$ cat config.mk
export PLATFORM = sky130hd
export DESIGN_NAME = bin2rns_seq_flat
export DESIGN_NICKNAME = d
export VERILOG_FILES = /design/src/rtl/rns_pkg.sv /design/src/rtl/bin2rns_seq_if.sv /design/src/rtl/rns_chunk_step.sv /design/src/rtl/bin2rns_seq.sv /design/src/flat_wrapper.sv
export SDC_FILE = /design/constraint.sdc
export NUM_CORES = 1
export LEC_CHECK = 0
export BUFFER_PORTS_ARGS = -buffer_cell sky130_fd_sc_hd__buf_2
export CORE_MARGIN = 2
export CORE_UTILIZATION = 55
export CTS_CLUSTER_SIZE = 20
export DETAILED_ROUTE_END_ITERATION = 7
export GPL_TIMING_DRIVEN = 0
export PLACE_DENSITY = 0.78
export SLEW_MARGIN = 20
export SYNTH_ARGS = -nofsm -noshare
export SYNTH_HDL_FRONTEND = slang
export SYNTH_SLANG_ARGS = --single-unit
$ cat constraint.sdc
create_clock -name clk -period 5.5 [get_ports clk]
set_clock_uncertainty 0.15 [all_clocks]
set_input_delay 1.1 -clock clk [delete_from_list [all_inputs] [get_ports clk]]
set_output_delay 1.1 -clock clk [all_outputs]
set_load 0.01 [all_outputs]
$ cat src/rtl/rns_pkg.sv
// Shared definitions for the sequential binary-to-RNS converter:
// FSM encoding, default geometry and the default modulus set.
package rns_pkg;
    typedef enum logic [1:0] {IDLE, RUN, FIX, DONE} state_t;

    localparam int DEF_WIDTH    = 32;
    localparam int DEF_CHUNK    = 4;
    localparam int DEF_MOD_SIZE = 3;
    localparam int DEF_N_MOD    = 4;

    // Channel 0 in the low nibble: moduli (8, 7, 5, 3)
    localparam logic [DEF_N_MOD*(DEF_MOD_SIZE+1)-1:0] DEF_MODULI = {4'd3, 4'd5, 4'd7, 4'd8};
endpackage

$ cat src/rtl/bin2rns_seq_if.sv
// Operand/result handshake bundle; slave is the converter, master the client.
interface bin2rns_seq_if
    import rns_pkg::*;
#(
    parameter int WIDTH    = DEF_WIDTH,
    parameter int MOD_SIZE = DEF_MOD_SIZE,
    parameter int N_MOD    = DEF_N_MOD
);
    logic                          in_valid;
    logic                          in_ready;
    logic [WIDTH-1:0]              in_data;
    logic                          in_signed;
    logic [N_MOD*(MOD_SIZE+1)-1:0] moduli;
    logic                          out_valid;
    logic                          out_ready;
    logic [N_MOD*MOD_SIZE-1:0]     out_res;
    logic [N_MOD-1:0]              out_err;

    modport slave (
        input  in_valid, in_data, in_signed, moduli, out_ready,
        output in_ready, out_valid, out_res, out_err
    );

    modport master (
        output in_valid, in_data, in_signed, moduli, out_ready,
        input  in_ready, out_valid, out_res, out_err
    );
endinterface

$ cat src/rtl/rns_chunk_step.sv
// One channel, one chunk: CHUNK unrolled steps of r = 2r + bit, reduced by m.
module rns_chunk_step #(
    parameter int CHUNK    = 4,
    parameter int MOD_SIZE = 3
) (
    input  logic [MOD_SIZE:0]   m,
    input  logic [MOD_SIZE-1:0] r_in,
    input  logic [CHUNK-1:0]    bits,
    output logic [MOD_SIZE-1:0] r_out
);
    logic [MOD_SIZE:0] t;

    // r < m <= 2^MOD_SIZE, so 2r+bit needs one extra bit before the reduction
    always_comb begin
        t     = '0;
        r_out = r_in;
        for (int i = CHUNK - 1; i >= 0; i--) begin
            t = {r_out, bits[i]};
            if (t >= m)
                t = t - m;
            r_out = t[MOD_SIZE-1:0];
        end
    end
endmodule

$ cat src/rtl/bin2rns_seq.sv
// Sequential binary-to-RNS converter: CHUNK bits per cycle, MSB first,
// followed by a one-cycle sign fix-up for negative two's-complement operands.
module bin2rns_seq
    import rns_pkg::*;
#(
    parameter int WIDTH    = DEF_WIDTH,
    parameter int CHUNK    = DEF_CHUNK,
    parameter int MOD_SIZE = DEF_MOD_SIZE,
    parameter int N_MOD    = DEF_N_MOD
) (
    input logic          clk,
    input logic          reset,
    bin2rns_seq_if.slave bus
);
    localparam int NCH   = (CHUNK >= 1) ? WIDTH / CHUNK : 1;
    localparam int CNT_W = (NCH > 1) ? $clog2(NCH) : 1;
    localparam logic [MOD_SIZE:0] M_MIN = (MOD_SIZE+1)'(2);
    localparam logic [MOD_SIZE:0] M_MAX = {1'b1, {MOD_SIZE{1'b0}}};

    if (CHUNK < 1 || (WIDTH % CHUNK) != 0) begin : g_bad_cfg
        $error("bin2rns_seq: WIDTH must be a multiple of CHUNK and CHUNK >= 1");
    end

    state_t state, state_nxt;

    logic [WIDTH-1:0]                   mag, in_mag;
    logic                               sgn, msb, in_neg;
    logic [N_MOD-1:0][MOD_SIZE:0]       mods;
    logic [N_MOD-1:0][MOD_SIZE-1:0]     res, res_step, res_fix;
    logic [N_MOD-1:0]                   err, err_in;
    logic [CNT_W-1:0]                   cnt;
    logic                               accept, last;

    assign accept = bus.in_valid && bus.in_ready;
    assign last   = (cnt == CNT_W'(NCH - 1));

    assign bus.in_ready  = (state == IDLE);
    assign bus.out_valid = (state == DONE);
    assign bus.out_res   = res;
    assign bus.out_err   = err;

    assign in_neg = bus.in_signed && bus.in_data[WIDTH-1];
    assign in_mag = in_neg ? -bus.in_data : bus.in_data;

    for (genvar k = 0; k < N_MOD; k++) begin : g_ch
        logic [MOD_SIZE:0] m_in;
        assign m_in      = bus.moduli[k*(MOD_SIZE+1) +: MOD_SIZE+1];
        assign err_in[k] = (m_in < M_MIN) || (m_in > M_MAX);
        assign res_fix[k] = MOD_SIZE'(mods[k] - {1'b0, res[k]});

        rns_chunk_step #(.CHUNK(CHUNK), .MOD_SIZE(MOD_SIZE)) u_step (
            .m    (mods[k]),
            .r_in (res[k]),
            .bits (mag[WIDTH-1 -: CHUNK]),
            .r_out(res_step[k])
        );
    end

    always_ff @(posedge clk) begin
        if (reset) state <= IDLE;
        else       state <= state_nxt;
    end

    always_comb begin
        state_nxt = state;
        case (state)
            IDLE:    if (accept) state_nxt = RUN;
            RUN:     if (last) state_nxt = FIX;
            FIX:     state_nxt = DONE;
            DONE:    if (bus.out_ready) state_nxt = IDLE;
            default: state_nxt = IDLE;
        endcase
    end

    always_ff @(posedge clk) begin
        if (reset) begin
            mag  <= '0;
            sgn  <= 1'b0;
            msb  <= 1'b0;
            mods <= '0;
            res  <= '0;
            err  <= '0;
            cnt  <= '0;
        end else begin
            case (state)
                IDLE: if (accept) begin
                    mag  <= in_mag;
                    sgn  <= bus.in_signed;
                    msb  <= bus.in_data[WIDTH-1];
                    mods <= bus.moduli;
                    err  <= err_in;
                    res  <= '0;
                    cnt  <= '0;
                end
                RUN: begin
                    res <= res_step;
                    mag <= mag << CHUNK;
                    cnt <= cnt + 1'b1;
                end
                // Invalid channels are forced to 0 here rather than gated every RUN cycle
                FIX: for (int k = 0; k < N_MOD; k++) begin
                    if (err[k])
                        res[k] <= '0;
                    else if (sgn && msb && res[k] != '0)
                        res[k] <= res_fix[k];
                end
                default: ;
            endcase
        end
    end
endmodule

$ cat src/flat_wrapper.sv
// flat-port wrapper written by rule: the top's interface ports become plain ports
module bin2rns_seq_flat import rns_pkg::*;
#(
    parameter int WIDTH    = DEF_WIDTH,
    parameter int CHUNK    = DEF_CHUNK,
    parameter int MOD_SIZE = DEF_MOD_SIZE,
    parameter int N_MOD    = DEF_N_MOD
)
  (clk, reset, bus_in_valid, bus_in_data, bus_in_signed, bus_moduli, bus_out_ready, bus_in_ready, bus_out_valid, bus_out_res, bus_out_err);
  bin2rns_seq_if #(.WIDTH(WIDTH), .MOD_SIZE(MOD_SIZE), .N_MOD(N_MOD)) bus_i ();
  input logic clk;
  input logic reset;
  input wire logic [$bits(bus_i.in_valid)-1:0] bus_in_valid;
  input wire logic [$bits(bus_i.in_data)-1:0] bus_in_data;
  input wire logic [$bits(bus_i.in_signed)-1:0] bus_in_signed;
  input wire logic [$bits(bus_i.moduli)-1:0] bus_moduli;
  input wire logic [$bits(bus_i.out_ready)-1:0] bus_out_ready;
  output wire logic [$bits(bus_i.in_ready)-1:0] bus_in_ready;
  output wire logic [$bits(bus_i.out_valid)-1:0] bus_out_valid;
  output wire logic [$bits(bus_i.out_res)-1:0] bus_out_res;
  output wire logic [$bits(bus_i.out_err)-1:0] bus_out_err;
  assign bus_i.in_valid = bus_in_valid;
  assign bus_i.in_data = bus_in_data;
  assign bus_i.in_signed = bus_in_signed;
  assign bus_i.moduli = bus_moduli;
  assign bus_i.out_ready = bus_out_ready;
  assign bus_in_ready = bus_i.in_ready;
  assign bus_out_valid = bus_i.out_valid;
  assign bus_out_res = bus_i.out_res;
  assign bus_out_err = bus_i.out_err;
  bin2rns_seq #(.WIDTH(WIDTH), .CHUNK(CHUNK), .MOD_SIZE(MOD_SIZE), .N_MOD(N_MOD)) u_core (.clk(clk), .reset(reset), .bus(bus_i));
endmodule
==> results_dict.tcl <==
set metrics [dict create \
    cts_buffers 9 \
    status "complete, but fails checks" \
    detailed_place_hpwl_um 13800 \
    holdPathStages 2 \
    cts.path.max_buffers 2 \
    clockRootBuffer "sky130_fd_sc_hd__clkbuf_16" \
    worstPathArrival_ns 5.67 \
    worst_r2r_path_depth 27 \
    timing.rr.start "u_core.mag[31]" \
    chipHeight_um 114 \
    finalSetupViolCount 2 \
    critical_path.endpoint_type "flop" \
    r2r_setup_slack_ns -0.07 \
    share_of_synthesized_flip_flops_with_an_asynchronous_set_or_reset_pct 0 \
    setup_slack_ns -0.0712 \
    route.detailed.drc 0 \
    cts_num_sinks 71 \
    layout_min_cycle_time_ns 5.57 \
    wl_met1_um 8920 \
    placementRows 40 \
    ys_warnings 0 \
    routed-wl-met2_um 10500 \
    timing.hold.worst.start "u_core.mag[5]" \
    htree_num_levels 3 \
    critical_path_peak_fanout 6 \
    postSynthAreaPerCell_um2 8.05 \
    failed_checks "setup timing" \
    routed-via-count 6874 \
    placement.setup.worst_slack_ns -0.600 \
    ys_dominant_reg_cell "sky130_fd_sc_hd__dfxtp_1" \
    synth_edf_count 0 \
    number_of_global_route_vias_before_repair 6250 \
    top_layer_used "met4" \
    path_class "flop to flop" \
    hold_path.class "flop to flop" \
    yosysSeqAreaShare_pct 21.2 \
    antenna_found_initial 0 \
    detail_route.wirelength_um 21200 \
    start_util_pct 55.9 \
    drive_above_1_share_pct 27.4 \
    core_um2 12000 \
    finalHoldViolations 0 \
    synthesis.instances 831 \
    gr-usage-all-layers_pct 29.5 \
    unrepaired_setup_endpoints_after_global_routing "yes" \
    max_freq_mhz 179 \
    layout.cells.non_filler 1101 \
    placement.io_buffers 69 \
    dr_wl_met3_um 1130 \
    max_cap_viols 0 \
    num-fill-cells 883 \
    worst_slew_pin_slew_ns 0.770 \
    postLayoutCoreUtil_pct 71.0 \
    place.detailed.instances 1047 \
    clk-insertion-delay-late_ns 0.34 \
    postRouteAntennaNets 0 \
    synth.net_count 979 \
    tritoncts "done" \
    n_diodes 0 \
    die_footprint_um2 13100 \
    synth_seq_cells 71 \
    fp.dieW_um 114 \
    clk_transition_reported_paths_ns 0.07 \
    crit_share_post_route_pct 101 \
    timing.critical_path.from "u_core.mag[31]" \
    netlist-cell-type-count 69 \
    layout-area-overhead-vs-synth_pct 27.0 \
    global_route.overflow_total 0 \
    detailedRoute.firstPassIterationCount 4 \
    grt_pass1_wl_um 30700 \
    cp_data_required_time_ns 5.60 \
    netlist_area_um2 6690 \
    detail_route.iter0.violations 540 \
    grt_max_degree 15 \
    route.detailed.wl_per_inst_um 19.3 \
    drt-vias-per-instance 6.24 \
    design.portCount 71 \
    gp_congestion 0.945 \
    design.final.nets 1097 \
    slew_hr_pct 48.6 \
    final_max_slew_viol_count 0 \
    postCtsHoldBufs 0 \
    crit_path_start_kind "flop" \
]
-- worst max-delay path, cell delays in order, from the launching register on --
cell                         delay, ns
sky130_fd_sc_hd__dfxtp_4          0.35
sky130_fd_sc_hd__clkinvlp_4       0.09
sky130_fd_sc_hd__buf_6            0.13
sky130_fd_sc_hd__buf_6            0.11
sky130_fd_sc_hd__ha_4             0.11
sky130_fd_sc_hd__inv_2            0.04
sky130_fd_sc_hd__fa_2             0.37
sky130_fd_sc_hd__a21o_1           0.17
sky130_fd_sc_hd__a21o_1           0.18
sky130_fd_sc_hd__a21oi_4          0.21
sky130_fd_sc_hd__mux2_4           0.36
sky130_fd_sc_hd__fa_2             0.39
sky130_fd_sc_hd__a21boi_2         0.18
sky130_fd_sc_hd__o21ai_2          0.20
sky130_fd_sc_hd__buf_4            0.16
sky130_fd_sc_hd__mux2i_1          0.24
sky130_fd_sc_hd__ha_1             0.22
sky130_fd_sc_hd__nand2_2          0.09
sky130_fd_sc_hd__o21ai_4          0.24
sky130_fd_sc_hd__nor3b_2          0.08
sky130_fd_sc_hd__a21oi_1          0.13
sky130_fd_sc_hd__o31ai_1          0.12
sky130_fd_sc_hd__ha_1             0.33
sky130_fd_sc_hd__o21ai_2          0.09
sky130_fd_sc_hd__a31oi_4          0.06
sky130_fd_sc_hd__or2_4            0.27
sky130_fd_sc_hd__o31a_1           0.23
sky130_fd_sc_hd__o221ai_1         0.19
-- cells in the final DEF (no fill, tap or decap), types with 12 or more instances in the layout --
| master | n |
|---|---|
| sky130_fd_sc_hd__xor2_1 | 19 |
| sky130_fd_sc_hd__buf_4 | 32 |
| sky130_fd_sc_hd__buf_2 | 71 |
| sky130_fd_sc_hd__dfxtp_1 | 63 |
| sky130_fd_sc_hd__nor2_1 | 47 |
| sky130_fd_sc_hd__ha_1 | 61 |
| sky130_fd_sc_hd__inv_1 | 50 |
| sky130_fd_sc_hd__xnor2_1 | 21 |
| sky130_fd_sc_hd__mux2_4 | 13 |
| sky130_fd_sc_hd__nand2_1 | 86 |
| sky130_fd_sc_hd__fa_2 | 15 |
| sky130_fd_sc_hd__o21ai_0 | 34 |
| sky130_fd_sc_hd__ha_4 | 13 |
| sky130_fd_sc_hd__o31ai_1 | 12 |
| sky130_fd_sc_hd__clkbuf_1 | 26 |
| sky130_fd_sc_hd__nor3_1 | 15 |
| sky130_fd_sc_hd__a21oi_1 | 74 |
-- layout make-up --
type,count,area (um2),area share [%]
repair buffers,106,642,7.55
plain buffers,32,123,1.44
well taps,147,184,2.16
flip-flops and latches,71,1440,17.0
multi-input cells,671,5570,65.5
repair inverters,1,5.00,0.0589
clock buffers,10,239,2.81
clock inverters,6,73.8,0.869
inverters,57,221,2.61
-- per-layer routing --
layer	GRT usage (%)	vias up
li1	-	3266
met4	10.5	0
met5	0	-
met3	3.23	53
met1	38.4	3286
met2	50.8	269
-- timing repair --
action,4_1_cts,5_1_grt
gates cloned,1,0
setup buffers,10,27
pin swaps,18,55
setup endpoints to repair,12,12
gates resized for setup,51,101
-- flip-flops by register name, summed over array words and instances (netlist names) --
| register | count |
|---|---|
| u_core.bus.out_err | 4 |
| u_core.mods | 16 |
| u_core.msb | 1 |
| u_core.mag | 32 |
| u_core.state | 2 |
| u_core.sgn | 1 |
| u_core.cnt | 3 |
| u_core.bus.out_res | 12 |
-- through the flow --
stage,hold WS (ns),area [um2],TNS (ns)
finish,0.301,8500,-0.140
global route,0.324,8500,-1.12
CTS,0.300,7890,0
detailed placement,0.291,7250,-6.03
global placement,0.287,7250,-5.47
floorplan,0.277,6720,-0.0108
-- cell families after synthesis --
kind of cell,after synthesis,share of synthesized area [%]
and+or+nand+nor,246,19.0
DFF,71,21.2
muxes,27,4.36
AOI/OAI and AO/OA,263,25.1
adders and majority gates,95,20.0
xor gates and xnor gates,40,5.24
buffers and inverters,89,5.03
-- final timing paths --
| path | end |
|---|---|
| worst max-delay path | u_core.bus.out_res[2] |
| worst min-delay path | u_core.mag[5] |
| worst max register to register | u_core.bus.out_res[2] |
| worst min register to register | u_core.mag[5] |
-- cells in the mapped netlist, types with 3 or more instances --
cell                       instances  share of area (%)
sky130_fd_sc_hd__a21oi_1          91                6.8
sky130_fd_sc_hd__nand2_1          91                5.1
sky130_fd_sc_hd__ha_1             75                 14
sky130_fd_sc_hd__dfxtp_1          71                 21
sky130_fd_sc_hd__inv_1            57                3.2
sky130_fd_sc_hd__nor2_1           49                2.7
sky130_fd_sc_hd__o21ai_0          47                3.5
sky130_fd_sc_hd__clkbuf_1         26                1.5
sky130_fd_sc_hd__xnor2_1          21                2.7
sky130_fd_sc_hd__fa_1             20                6.0
sky130_fd_sc_hd__xor2_1           19                2.5
sky130_fd_sc_hd__mux2_2           17                2.9
sky130_fd_sc_hd__nor3_1           15                1.1
sky130_fd_sc_hd__a31oi_1          14                1.3
sky130_fd_sc_hd__o31ai_1          13                1.5
sky130_fd_sc_hd__mux2i_1          10                1.5
sky130_fd_sc_hd__o22ai_1          10               0.93
sky130_fd_sc_hd__and3_1            9               0.84
sky130_fd_sc_hd__nand3b_1          9                1.0
sky130_fd_sc_hd__o211ai_1          9                1.0
sky130_fd_sc_hd__or3_1             9               0.84
sky130_fd_sc_hd__a21boi_0          8               0.90
sky130_fd_sc_hd__a21o_1            8               0.90
sky130_fd_sc_hd__nand2b_1          8               0.75
sky130_fd_sc_hd__nor2b_1           8               0.75
sky130_fd_sc_hd__o21ai_1           7               0.52
sky130_fd_sc_hd__a22oi_1           6               0.67
sky130_fd_sc_hd__a311oi_1          6               0.79
sky130_fd_sc_hd__and2_1            6               0.56
sky130_fd_sc_hd__nand3_1           6               0.45
sky130_fd_sc_hd__nor3b_1           6               0.67
sky130_fd_sc_hd__o31a_1            6               0.79
sky130_fd_sc_hd__a221oi_1          5               0.65
sky130_fd_sc_hd__and4_1            5               0.65
sky130_fd_sc_hd__a2111o_1          4               0.67
sky130_fd_sc_hd__a211o_1           4               0.52
sky130_fd_sc_hd__and4b_1           4               0.60
sky130_fd_sc_hd__buf_1             4               0.22
sky130_fd_sc_hd__o311ai_0          4               0.52
sky130_fd_sc_hd__or2_2             4               0.37
sky130_fd_sc_hd__o41ai_2           3               0.73
sky130_fd_sc_hd__or4_1             3               0.34
Power is left out: the tool's default activity adds up to more than one toggle a clock period on the data nets, which glitch-free logic cannot reach.
